===== config.mk =====
export PLATFORM = sky130hd
export DESIGN_NAME = bomb_blast_resolver
export DESIGN_NICKNAME = d
export VERILOG_FILES = /design/src/rtl/bomb_pkg.sv /design/src/rtl/bomb_slot.sv /design/src/rtl/bomb_blast_resolver.sv
export SDC_FILE = /design/constraint.sdc
export NUM_CORES = 1
export LEC_CHECK = 0
export BUFFER_PORTS_ARGS = -buffer_cell sky130_fd_sc_hd__buf_2
export CORE_ASPECT_RATIO = 1.2
export CORE_MARGIN = 2
export CORE_UTILIZATION = 40
export CTS_BUF_LIST = sky130_fd_sc_hd__clkbuf_16
export DETAILED_ROUTE_END_ITERATION = 10
export SLEW_MARGIN = 20
export SYNTH_ARGS = -nofsm -noshare
export SYNTH_HDL_FRONTEND = slang
export SYNTH_SLANG_ARGS = --single-unit

===== constraint.sdc =====
create_clock -name clk -period 6.24 [get_ports clk]
set_input_delay 0.936 -clock clk [delete_from_list [all_inputs] [get_ports clk]]
set_output_delay 0.936 -clock clk [all_outputs]
set_load 0.005 [all_outputs]

===== src/rtl/bomb_pkg.sv =====
`default_nettype none
// +----------------------------------------------------------------------------+
// | bomb_pkg                                                                   |
// | Shared coordinate width, bomb slot state encoding and blast hit test.      |
// | Revision: 1.0                                                              |
// +----------------------------------------------------------------------------+
package bomb_pkg;

    localparam int COORD_W = 4;

    localparam logic [1:0] SLOT_IDLE  = 2'd0;
    localparam logic [1:0] SLOT_ARMED = 2'd1;
    localparam logic [1:0] SLOT_BLAST = 2'd2;

    // Chebyshev test; one extra bit keeps the magnitude subtraction clean.
    function automatic logic cheb_hit(
        input logic [COORD_W-1:0] bx,
        input logic [COORD_W-1:0] by,
        input logic [COORD_W-1:0] px,
        input logic [COORD_W-1:0] py,
        input logic [COORD_W-1:0] r
    );
        logic [COORD_W:0] dx;
        logic [COORD_W:0] dy;
        dx = (bx >= px) ? ({1'b0, bx} - {1'b0, px}) : ({1'b0, px} - {1'b0, bx});
        dy = (by >= py) ? ({1'b0, by} - {1'b0, py}) : ({1'b0, py} - {1'b0, by});
        return (dx <= {1'b0, r}) && (dy <= {1'b0, r});
    endfunction

endpackage
`default_nettype wire


===== src/rtl/bomb_slot.sv =====
`default_nettype none
// +----------------------------------------------------------------------------+
// | bomb_slot                                                                  |
// | One player's bomb: arms on a drop, runs the fuse, emits a 1-cycle blast.   |
// | Revision: 1.0                                                              |
// +----------------------------------------------------------------------------+
module bomb_slot
    import bomb_pkg::*;
#(
    parameter int FUSE_TICKS = 500
) (
    input  logic               clk,
    input  logic               reset,
    input  logic               drop,
    input  logic [COORD_W-1:0] x,
    input  logic [COORD_W-1:0] y,
    output logic               act,
    output logic               blast,
    output logic [COORD_W-1:0] bomb_x,
    output logic [COORD_W-1:0] bomb_y
);

    localparam int FUSE_W = (FUSE_TICKS > 2) ? $clog2(FUSE_TICKS) : 1;
    localparam logic [FUSE_W-1:0] FUSE_LOAD = FUSE_W'(FUSE_TICKS - 1);
    localparam logic [FUSE_W-1:0] FUSE_ONE  = FUSE_W'(1);

    logic [1:0]        state;
    logic [1:0]        state_next;
    logic [FUSE_W-1:0] fuse;

    always_ff @(posedge clk) begin
        if (reset) begin
            state <= SLOT_IDLE;
        end else begin
            state <= state_next;
        end
    end

    // Fuse holds the number of ARMED cycles still to run, so the last one ends at 1.
    always_comb begin
        state_next = state;
        case (state)
            SLOT_IDLE:  if (drop) state_next = SLOT_ARMED;
            SLOT_ARMED: if (fuse == FUSE_ONE) state_next = SLOT_BLAST;
            SLOT_BLAST: state_next = SLOT_IDLE;
            default:    state_next = SLOT_IDLE;
        endcase
    end

    always_comb begin
        act   = (state == SLOT_ARMED) || (state == SLOT_BLAST);
        blast = (state == SLOT_BLAST);
    end

    always_ff @(posedge clk) begin
        if (reset) begin
            fuse   <= '0;
            bomb_x <= '0;
            bomb_y <= '0;
        end else if (state == SLOT_IDLE && drop) begin
            fuse   <= FUSE_LOAD;
            bomb_x <= x;
            bomb_y <= y;
        end else if (state == SLOT_ARMED && fuse != '0) begin
            fuse <= fuse - FUSE_ONE;
        end
    end

endmodule
`default_nettype wire


===== src/rtl/bomb_blast_resolver.sv =====
`default_nettype none
// +----------------------------------------------------------------------------+
// | bomb_blast_resolver                                                        |
// | Two bomb slots, cross-wired blast hit tests and per-player stun timers.    |
// | Revision: 1.0                                                              |
// +----------------------------------------------------------------------------+
module bomb_blast_resolver
    import bomb_pkg::*;
#(
    parameter int FUSE_TICKS   = 500,
    parameter int STUN_TICKS   = 1000,
    parameter int BLAST_RADIUS = 1
) (
    input  logic               clk,
    input  logic               reset,
    input  logic               red_drop_i,
    input  logic [COORD_W-1:0] red_x_i,
    input  logic [COORD_W-1:0] red_y_i,
    input  logic               blue_drop_i,
    input  logic [COORD_W-1:0] blue_x_i,
    input  logic [COORD_W-1:0] blue_y_i,
    output logic               red_stun_o,
    output logic               blue_stun_o,
    output logic               red_bomb_act_o,
    output logic [COORD_W-1:0] red_bomb_x_o,
    output logic [COORD_W-1:0] red_bomb_y_o,
    output logic               blue_bomb_act_o,
    output logic [COORD_W-1:0] blue_bomb_x_o,
    output logic [COORD_W-1:0] blue_bomb_y_o,
    output logic               red_blast_o,
    output logic               blue_blast_o
);

    localparam int STUN_W = (STUN_TICKS > 1) ? $clog2(STUN_TICKS + 1) : 1;
    localparam logic [STUN_W-1:0]  STUN_LOAD = STUN_W'(STUN_TICKS);
    localparam logic [COORD_W-1:0] RADIUS    = COORD_W'(BLAST_RADIUS);

    logic              red_hits_blue;
    logic              blue_hits_red;
    logic [STUN_W-1:0] red_stun_cnt;
    logic [STUN_W-1:0] blue_stun_cnt;

    bomb_slot #(.FUSE_TICKS(FUSE_TICKS)) u_red_slot (
        .clk    (clk),
        .reset  (reset),
        .drop   (red_drop_i),
        .x      (red_x_i),
        .y      (red_y_i),
        .act    (red_bomb_act_o),
        .blast  (red_blast_o),
        .bomb_x (red_bomb_x_o),
        .bomb_y (red_bomb_y_o)
    );

    bomb_slot #(.FUSE_TICKS(FUSE_TICKS)) u_blue_slot (
        .clk    (clk),
        .reset  (reset),
        .drop   (blue_drop_i),
        .x      (blue_x_i),
        .y      (blue_y_i),
        .act    (blue_bomb_act_o),
        .blast  (blue_blast_o),
        .bomb_x (blue_bomb_x_o),
        .bomb_y (blue_bomb_y_o)
    );

    // Each bomb is tested only against the opponent's live position.
    always_comb begin
        red_hits_blue = red_blast_o &&
            cheb_hit(red_bomb_x_o, red_bomb_y_o, blue_x_i, blue_y_i, RADIUS);
        blue_hits_red = blue_blast_o &&
            cheb_hit(blue_bomb_x_o, blue_bomb_y_o, red_x_i, red_y_i, RADIUS);
    end

    always_ff @(posedge clk) begin
        if (reset) begin
            red_stun_cnt  <= '0;
            blue_stun_cnt <= '0;
        end else begin
            if (blue_hits_red) begin
                red_stun_cnt <= STUN_LOAD;
            end else if (red_stun_cnt != '0) begin
                red_stun_cnt <= red_stun_cnt - 1'b1;
            end
            if (red_hits_blue) begin
                blue_stun_cnt <= STUN_LOAD;
            end else if (blue_stun_cnt != '0) begin
                blue_stun_cnt <= blue_stun_cnt - 1'b1;
            end
        end
    end

    always_comb begin
        red_stun_o  = (red_stun_cnt != '0);
        blue_stun_o = (blue_stun_cnt != '0);
    end

endmodule
`default_nettype wire


==> flow_summary.yaml, run 1 <==
clocking:
  htreeDepth: 3
  postCtsHoldBufs: 0
  cts.repair_timing.setup_buffer_count: 0
  cts_resized: 0
  number_of_buffers_added_by_the_clock_tree_synthesis_step: 9
  clock-sinks: 58
  ctsRootBufferMaster: "clkbuf_16"
  clock_tree_from_tritoncts: "done"
  clock_buffer_depth: 2
  clk_transition_reported_paths_ps: 50
  clock_insertion_delay_worst_skew_ps: 330
run:
  cap_violations: 0
timing:
  slew_headroom: 0.498
  final.setup.worst_slack_ps: 3240
  tns_ps: 0
  unrepaired_setup_endpoints_after_global_routing: "false"
  fin_hold_ws_ps: 479
  final.setup_skew_ps: 7.28
  finalWorstPathRequiredPeriod_ps: 3000
  finalSetupViolCount: 0
  final_min_period_over_clock_period: 0.481
  slew_at_the_pin_closest_to_its_max_slew_limit_ps: 753
  final-hold-violation-count: 0
  timing.fmax_mhz: 333
  final-max-slew-violation-count: 0
power_and_ir_drop:
  switching_power_summed_over_all_nets_w: 0.000791
  totalPowerFinal_w: 0.00209
  power_density_relative_to_cell_area_nw_per_um2: 441
  sw_frac: 0.378
  power.sequential.fraction: 0.288
  power.clock.fraction: 0.268
  vdd_ir_drop_max_mv: 0.188
  internal-power_w: 0.00130
  power.combinational.fraction: 0.443
  leakagePower_nw: 2.12
global_route:
  groute.usage.overall: 0.173
  initial_antenna_violation_count: 0
  grt_max_degree: 59
  grt_pass1_wl_um: 15600
  grt_pass1_vias: 3339
  grt_overflow_total: 0
synthesis:
  synth.ff_latch_count: 58
  synth-edff-count: 0
  ys.warnings.count: 0
  ys.flop_type: "dfxtp_1"
  syn_area_um2: 4130
  asr_flop_ratio_synth: 0
  synth_seq_area_share: 0.281
  avgSynthCellArea_um2: 8.28
  syn-instance-count: 499
  yosysUniqueCellTypes: 54
  synth.net_count: 576
layout:
  area.sequential_um2: 1160
  num_antenna_cells: 0
  multi_input_comb_area_um2: 2660
  areaGrowthSynthToFinish_pct: 14.9
  post_route_cells_drive_above_1_share: 0.118
  design.final.nets: 614
  num-fill-cells: 992
placed_design:
  detailedPlacementHpwl_um: 6660
  buffers_added_on_ports: 41
  globalplace.congestion: 0.821
  preCtsSetupSlack_ps: 2910
min_path:
  hold_class: "flip-flop to flip-flop"
  worstHoldPathCells: 2
floorplan:
  die-area_um2: 11200
  coreArea_um2: 10100
  initial_core_util: 0.411
  core.rowCount: 40
  die_w_um: 96.8
  chipHeight_um: 115
  design.portCount: 42
worst_setup_path:
  worst-endpoint-required_ps: 6460
  critical_path.endpoint_type: "flip-flop"
  reg2reg_depth: 9
  crit_arrival_ps: 3220
  critPathMaxFanout: 10
  critPathLaunchType: "input port"
  critPathKind: "input port to flip-flop"
run_status:
  run_status: "finished clean"
routing:
  drt_wl_total_um: 9000
  mean_routed_wirelength_per_cell_um: 13.5
  drt_pass1_iterations: 4
  final_antenna_net_count: 0
  drc_errors: 0
  drtIter0Drc: 98
  route.detailed.vias_per_inst: 5.14
  detailroute.via_count: 3433
==> flip-flops by register name (all words and copies together), names as in the netlist <==
name and cells:
u_red_slot.bomb_y 4, u_red_slot.state 2, blue_stun_cnt 10, u_blue_slot.bomb_x 4, u_blue_slot.fuse 9, u_blue_slot.state 2, u_red_slot.fuse 9, red_stun_cnt 10
u_blue_slot.bomb_y 4, u_red_slot.bomb_x 4
==> layer usage <==
| layer | global-route usage | wire length (µm) | part of all wire | up-vias |
|---|---|---|---|---|
| li1 | - | - | - | 1771 |
| met1 | 0.209 | 4230 | 0.47 | 1585 |
| met3 | 0.0353 | 324 | 0.036 | 15 |
| met2 | 0.298 | 4260 | 0.47 | 62 |
| met4 | 0.0761 | 187 | 0.021 | 0 |
| met5 | 0 | 0 | 0 | - |
==> layout by cell type (no fill, tap or decap), types with 2 or more instances in the layout <==
cell and count:
a2111oi_0 2, and2_1 4, o21a_1 4, dfxtp_1 58
nand2b_1 8, buf_2 40, nor2_1 33, o41ai_1 2
and3b_1 5, o2111ai_1 2, a21oi_1 55, or4_1 2
o21bai_1 2, ha_1 49, nor3_1 19, mux2i_1 9
xnor2_1 17, fa_1 8, o21ai_0 9, a31oi_1 6
o41ai_4 2, clkbuf_16 9, nor4_1 8, nand2_1 53
nor2b_1 7, bufinv_16 3, or3_1 2, nand4_1 2
inv_1 63, nand3_1 5, or4_4 2, a211oi_1 3
a21o_1 8, nand3b_1 2, xor2_1 18
==> area by class of cell <==
cell class                      instances  area share
Multi-Input combinational cell        366       0.560
Clock buffer                            9      0.0474
Timing Repair Buffer                   41      0.0437
Sequential cell                        58       0.244
Clock inverter                          7      0.0232
Tap cell                              126      0.0332
Inverter                               61      0.0482
==> Yosys cell counts (2+ instances only) <==
master	number	share of area
inv_1	61	0.055
dfxtp_1	58	0.28
a21oi_1	55	0.067
nand2_1	53	0.048
ha_1	49	0.15
nor2_1	33	0.030
nor3_1	19	0.023
xor2_1	18	0.038
xnor2_1	17	0.036
mux2i_1	9	0.022
o21ai_0	9	0.011
a21o_1	8	0.015
clkbuf_1	8	0.0073
fa_1	8	0.039
nand2b_1	8	0.012
nor4_1	8	0.012
nor2b_1	7	0.011
a31oi_1	6	0.0091
and3b_1	5	0.011
nand3_1	5	0.0061
and2_1	4	0.0061
o21a_1	4	0.0073
a211oi_1	3	0.0054
clkbuf_8	3	0.010
a2111oi_0	2	0.0042
buf_2	2	0.0024
nand3b_1	2	0.0036
nand4_1	2	0.0030
o2111ai_1	2	0.0042
o21bai_1	2	0.0036
o41ai_1	2	0.0042
o41ai_4	2	0.013
or3_1	2	0.0030
or4_1	2	0.0036
or4_4	2	0.0054
==> metrics by stage <==
stage          instance area, µm²  cells   util
3_5_place_dp                 4410    652  0.439
3_3_place_gp                 4410    652  0.439
5_1_grt                      4750    668  0.472
4_1_cts                      4750    668  0.472
6_report                     4750    668  0.472
2_1_floorplan                4130    499      -
==> worst max-delay path, stage by stage <==
cell       delay (ps)
buf_2             110
ha_1              170
inv_1              70
fa_1              400
xor2_1            180
a2111oi_0         430
a32o_1            220
o2111ai_1         390
and3b_1           320
==> worst paths after layout <==
kind,from,to,slack (ps)
setup / recovery,blue_x_i[0],blue_stun_cnt[0],3240
hold / removal,u_red_slot.fuse[8],u_red_slot.fuse[8],480
setup reg to reg,u_red_slot.bomb_x[0],blue_stun_cnt[0],3580
hold reg to reg,u_red_slot.fuse[8],u_red_slot.fuse[8],480
==> logic make-up after synthesis <==
family | count (synthesis) | synth area share
mux | 9 | 0.0218
fa+ha+maj | 57 | 0.187
simple gates | 158 | 0.191
flops | 58 | 0.281
buf+inv | 75 | 0.0760
xor+xnor | 35 | 0.0742
compound gates | 107 | 0.169
==> power groups by stage <==
| stage | combinational (W) | clock (W) | sequential [W] |
|---|---|---|---|
| after detailed placement | 0.000932 | 0 | 0.000610 |
| after CTS | 0.000939 | 0.000572 | 0.000604 |
| after global routing | 0.00107 | 0.000592 | 0.000622 |
| final | 0.000928 | 0.000562 | 0.000603 |
| after floorplan | 0.000754 | 0 | 0.000586 |
| after global placement | 0.000912 | 0 | 0.000605 |
Note: power is estimated with default switching activity, not from simulation.
==> run 2, diff against run 1 <==
clock period = 2.5 ns   (was 6.24 ns; I/O delays follow)
==> run 2 against run 1 <==
Combinational power rose to 2.7 times the previous value. Clock power rose to 2.7 times the previous value. Hold slack got worse by 150 ps. Cell area rose by 4.7%. Die area did not move. Global-route usage fell by 0.15 points. Critical endpoint is now red_stun_cnt[1]. Largest power group unchanged. Highest routed layer is now met5.
==> flow_summary.yaml, run 2 (same netlist as run 1, synthesis figures left out) <==
clocking:
  ctsRootBufferMaster: "clkbuf_16"
  clock_insertion_delay_worst_skew_ps: 330
  postCtsHoldBufs: 0
  cts.repair_timing.setup_buffer_count: 0
  clk_transition_reported_paths_ps: 50
  clock_buffer_depth: 2
  number_of_buffers_added_by_the_clock_tree_synthesis_step: 9
  htreeDepth: 3
  clock-sinks: 58
  clock_tree_from_tritoncts: "done"
power_and_ir_drop:
  power.clock.fraction: 0.273
  sw_frac: 0.373
  power_density_relative_to_cell_area_nw_per_um2: 1090
  power.combinational.fraction: 0.452
  internal-power_w: 0.00341
  power.sequential.fraction: 0.275
  switching_power_summed_over_all_nets_w: 0.00203
  leakagePower_nw: 2.21
  vdd_ir_drop_max_mv: 0.438
placed_design:
  buffers_added_on_ports: 41
  post-place-cells: 669
  detailedPlacementHpwl_um: 7030
  globalplace.congestion: 0.796
worst_setup_path:
  critical-path-max-stage-delay_ps: 560
  reg2reg_depth: 8
  crit_arrival_ps: 2630
  worst-endpoint-required_ps: 2710
  worstPathCellList: "inv_1 > ha_2 > inv_2 > fa_2 > or4_4 > o22ai_4 > o2111ai_4 > and3b_1"
  critPathLaunchType: "flip-flop"
  critPathTopFamily: "simple AND/OR/NAND/NOR gates"
  critical_path.endpoint_type: "flip-flop"
  critPathKind: "flip-flop to flip-flop"
  cp_num_buf_inv: 2
  critPathMaxFanout: 5
  cp_num_cells: 8
  critical_path.slowest_cell: "or4_4"
global_route:
  grt_max_degree: 41
  grt_pass1_vias: 3476
  groute.usage.overall: 0.171
  grt_overflow_total: 0
  grt_pass1_wl_um: 15600
  initial_antenna_violation_count: 1
routing:
  drc_errors: 0
  drtIter0Drc: 127
  final_antenna_net_count: 0
  highest_layer: "met5"
  met2_length_um: 4720
  route.detailed.vias_per_inst: 5.14
  met1_length_um: 4050
  mean_routed_wirelength_per_cell_um: 13.6
  drt_pass1_iterations: 4
  detailroute.via_count: 3526
  wl_met3_um: 435
  drt_wl_total_um: 9310
min_path:
  worstHoldPathCells: 3
  hold_class: "input port to flip-flop"
timing:
  timing.fmax_mhz: 414
  finalWorstPathRequiredPeriod_ps: 2410
  final-hold-violation-count: 0
  slew_at_the_pin_closest_to_its_max_slew_limit_ps: 760
  finalSetupViolCount: 0
  slew_headroom: 0.493
  tns_ps: 0
  final-max-slew-violation-count: 0
  final.setup_skew_ps: 8.31
  final_min_period_over_clock_period: 0.966
layout:
  final_cell_count_no_fill: 686
  design.final.nets: 632
  num_antenna_cells: 0
  mostFrequentLayoutCells: "61 x inv_1, 58 x dfxtp_1, 55 x a21oi_1"
  area.sequential_um2: 1160
  post_route_cells_drive_above_1_share: 0.161
  multi_input_comb_area_um2: 2730
  areaGrowthSynthToFinish_pct: 20.3
  num-fill-cells: 1006
  reg_top3: "blue_stun_cnt (10), red_stun_cnt (10)"
  layout_commonest_cell: "inv_1"
floorplan:
  initial_core_util: 0.411
  die-area_um2: 11200
  design.portCount: 42
  chipHeight_um: 115
  die_w_um: 96.8
  core.rowCount: 40
  coreArea_um2: 10100
run_status:
  run_status: "finished clean"
run:
  cap_violations: 0
==> run 2: per-stage QoR <==
step                setup WS [ps]  hold slack (ps)  cell area [µm²]  utilization  power, W
global placement             -137              462             4540        0.451   0.00384
finish                       86.2              326             4970        0.494   0.00544
detailed placement           -236              475             4540        0.451   0.00390
floorplan                     199              443             4130            -   0.00334
global route                -11.1              337             4970        0.494   0.00591
CTS                          28.9              323             4910        0.488   0.00543
==> run 2: cell type report <==
class | count | share of cell area
Clock inverter | 7 | 0.0267
Timing Repair Buffer | 58 | 0.0669
Sequential cell | 58 | 0.234
Clock buffer | 9 | 0.0453
Tap cell | 126 | 0.0317
Inverter | 61 | 0.0460
Multi-Input combinational cell | 367 | 0.550
==> run 2: path summary, 6_finish.rpt <==
| check | from | to | slack (ps) |
|---|---|---|---|
| max | u_blue_slot.bomb_x[0] | red_stun_cnt[1] | 90 |
| min | blue_x_i[2] | u_blue_slot.bomb_x[2] | 330 |
| max reg2reg | u_blue_slot.bomb_x[0] | red_stun_cnt[1] | 90 |
| min reg2reg | u_red_slot.fuse[8] | u_red_slot.fuse[8] | 490 |
==> run 2: repair_timing <==
item / in CTS / in global routing
resized for setup: 2 / 11
setup endpoints to repair: 4 / 18
pin swaps: 0 / 3
gates cloned: 0 / 1
==> run 2: metal layers <==
metal / up-vias / global-route usage
met5: - / 0
met4: 2 / 0.0441
met3: 9 / 0.0486
met2: 70 / 0.317
met1: 1634 / 0.194
li1: 1811 / -
==> run 2: tightest hold or removal path: cells and delay by family <==
family | cells | cell delay [ps]
AO/OA/AOI/OAI | 1 | 50
buffers and inverters | 1 | 120
AND/OR/NAND/NOR | 1 | 50
==> run 2: power groups by stage <==
stage          logic [W]  clock network, W  registers [W]
2_1_floorplan    0.00188                 0        0.00146
3_3_place_gp     0.00234                 0        0.00150
3_5_place_dp     0.00239                 0        0.00151
4_1_cts          0.00242           0.00151        0.00150
5_1_grt          0.00281           0.00155        0.00155
6_report         0.00246           0.00149        0.00149
==> run 3, diff against run 2 <==
CORE_UTILIZATION = 45   (was 40)
PLACE_DENSITY = 0.66   (was not set)
SYNTH_HIERARCHICAL = 1   (was not set)
TNS_END_PERCENT = 5   (was not set)
==> run 3 against run 2 <==
Non-clock buffer count is 12 higher. Die area fell by 5.5%. Hold slack improved by 3.0 ps. Area after synthesis rose by 6.1%. Worst setup slack improved by 85 ps. Largest power group unchanged. Wire length grew 10%. Largest cell class unchanged. Via count grew 13%. Cell area grew 3.8%. Critical endpoint is now red_stun_cnt[9]. Register-to-register slack better by 80 ps. Power shrank 6.9%. Synthesized cell count increased by 6.6%. Critical path type unchanged. Highest routed layer is now met4. Clock skew decreased by 1.2 ps.
==> flow_summary.yaml, run 3 <==
timing:
  fin_hold_ws_ps: 329
  finalWorstPathRequiredPeriod_ps: 2330
  slew_at_the_pin_closest_to_its_max_slew_limit_ps: 922
  finalSetupViolCount: 0
  tns_ps: 0
  unrepaired_setup_endpoints_after_global_routing: "false"
  slew_headroom: 0.385
  final-max-slew-violation-count: 0
  final_min_period_over_clock_period: 0.932
  final.setup_skew_ps: 7.13
  final-hold-violation-count: 0
  timing.fmax_mhz: 429
clocking:
  clock_insertion_delay_worst_skew_ps: 320
  clk_transition_reported_paths_ps: 50
  postCtsHoldBufs: 0
  htreeDepth: 3
  ctsRootBufferMaster: "clkbuf_16"
  clock_tree_from_tritoncts: "done"
  clock_buffer_depth: 2
  number_of_buffers_added_by_the_clock_tree_synthesis_step: 9
  clock-sinks: 58
placed_design:
  detailedPlacementHpwl_um: 7880
  globalplace.congestion: 0.857
  buffers_added_on_ports: 41
  post-place-cells: 702
synthesis:
  synth-simple-area-share: 0.254
  synth.ff_latch_count: 58
  synth_top_cells_by_count: "61 x inv_1, 58 x dfxtp_1, 56 x a21oi_1"
  synth.net_count: 606
  synthDominantCellAreaShare: 0.265
  synth-edff-count: 0
  post-synth-top-count-cell: "inv_1"
  syn-instance-count: 532
  ys.warnings.count: 6
  ys_top_cells_by_area: "dfxtp_1 26%, ha_1 13%, a21oi_1 6.4%"
  post_synth_mux_area_share: 0.0197
  synth_top_family_by_area: "simple AND/OR/NAND/NOR gates"
  synth_top_area_cell: "dfxtp_1"
  avgSynthCellArea_um2: 8.24
  yosysUniqueCellTypes: 68
  asr_flop_ratio_synth: 0
  synth_seq_area_share: 0.265
  syn_area_um2: 4390
  post_synth_fa_ha_maj_area_fraction: 0.168
  fraction_of_the_mapped_netlist_area_in_compound_gates: 0.200
  yosys.area_share.xor_xnor: 0.0200
  ys.flop_type: "dfxtp_1"
floorplan:
  coreArea_um2: 9520
  chipHeight_um: 112
  design.portCount: 42
  initial_core_util: 0.461
  core.rowCount: 39
  die-area_um2: 10600
  die_w_um: 94.1
worst_setup_path:
  critPathLaunchType: "flip-flop"
  worst-endpoint-required_ps: 2740
  critical_path.slowest_cell: "or3b_1"
  critical_path.endpoint_type: "flip-flop"
  worstPathCellList: "ha_1 > or3b_1 > a41o_1 > a2111o_1 > o22ai_1 > nand4_2 > buf_4 > a31oi_1"
  critPathKind: "flip-flop to flip-flop"
  crit_arrival_ps: 2570
  critical-path-max-stage-delay_ps: 400
  critPathMaxFanout: 6
run:
  cap_violations: 0
power_and_ir_drop:
  leakagePower_nw: 2.22
  power_density_relative_to_cell_area_nw_per_um2: 982
  vdd_ir_drop_max_mv: 0.537
routing:
  detailroute.via_count: 3971
  route.detailed.vias_per_inst: 5.51
  final_antenna_net_count: 0
  mean_routed_wirelength_per_cell_um: 14.3
  drt_wl_total_um: 10300
  drtIter0Drc: 181
  drt_pass1_iterations: 5
  drc_errors: 0
layout:
  post_route_cells_drive_above_1_share: 0.192
  mostFrequentLayoutCells: "62 x inv_1, 57 x dfxtp_1, 56 x a21oi_1"
  layout_commonest_cell: "inv_1"
  final_cell_count_no_fill: 721
  num_antenna_cells: 0
  design.final.nets: 668
  finish.utilization: 0.543
  areaGrowthSynthToFinish_pct: 17.7
  reg_top3: "blue_stun_cnt (10), red_stun_cnt (10)"
min_path:
  hold_class: "input port to flip-flop"
run_status:
  run_status: "finished clean"
global_route:
  grt_overflow_total: 0
  grt_pass1_vias: 3842
  grt_max_degree: 31
  initial_antenna_violation_count: 0
  grt_pass1_wl_um: 17000
  groute.usage.overall: 0.199
-- run 3: cell types whose count changed in the layout (fill, tap and decap cells not counted), sizes merged, moves of 6 or more --
cell	delta
nor2	-13
or3	+8
xnor2	-14
o21ai	+8
a211o	+7
xor2	-11
buf	+12
a31oi	+7
mux2i	-6
-- run 3: layer usage --
metal,global-route usage,up-vias,wire length (µm)
met2,0.354,76,5260
li1,-,2027,-
met4,0.0667,0,153
met3,0.0510,13,377
met5,0,-,0
met1,0.231,1855,4490
-- run 3: logic make-up after synthesis --
kind of cell	count (synthesis)
multiplexers	8
XOR/XNOR	10
AO/OA/AOI/OAI	134
buffers and inverters	80
flip-flops	58
adder cells (fa/ha/maj)	54
AND/OR/NAND/NOR	188
-- run 3: power by group --
part / internal [W] / leakage (nW) / total (W) / switching, W
Sequential: 0.00120 / 0.479 / 0.00148 / 0.000285
Clock: 0.000747 / 0.139 / 0.00114 / 0.000395
Combinational: 0.00115 / 1.60 / 0.00244 / 0.00129
Total: 0.00310 / 2.22 / 0.00507 / 0.00197
-- run 3: metrics by stage --
stage	cell area (µm²)	power [W]	setup WS, ps
5_1_grt	5160	0.00548	16.1
3_5_place_dp	4840	0.00379	3.77
6_report	5160	0.00507	171
3_3_place_gp	4840	0.00373	30.7
2_1_floorplan	4390	0.00322	227
4_1_cts	5110	0.00497	12.8
-- run 3: critical path, delay by kind of cell (launching register included) --
family                   cells  cell delay [ps]
flip-flops                   1              360
AND/OR/NAND/NOR              2              590
buffers and inverters        1              190
adder cells (fa/ha/maj)      1              240
AO/OA/AOI/OAI                4              870
-- run 3: cell type report --
type	count	area [µm²]
tap	123	154
sequential	58	1160
clock inverter	6	50.0
clock buffer	9	225
inverter	61	229
timing repair buffer	70	423
fill	877	4350
multi-input combinational	394	2920
-- run 3: what timing repair did --
item,CTS,global route
pin swaps,1,1
endpoints found under the setup margin,1,9
setup buffers,0,4
gates cloned,0,0
gates resized for setup,0,5
-- run 3: final timing paths --
check	startpoint	to	slack, ps	cells after the start
setup / recovery	u_blue_slot/bomb_x[0]	red_stun_cnt[9]	170	8
hold / removal	blue_y_i[0]	u_blue_slot/bomb_y[0]	330	3
setup reg to reg	u_blue_slot/bomb_x[0]	red_stun_cnt[9]	170	8
hold reg to reg	u_blue_slot/bomb_x[0]	u_blue_slot/bomb_x[0]	490	2
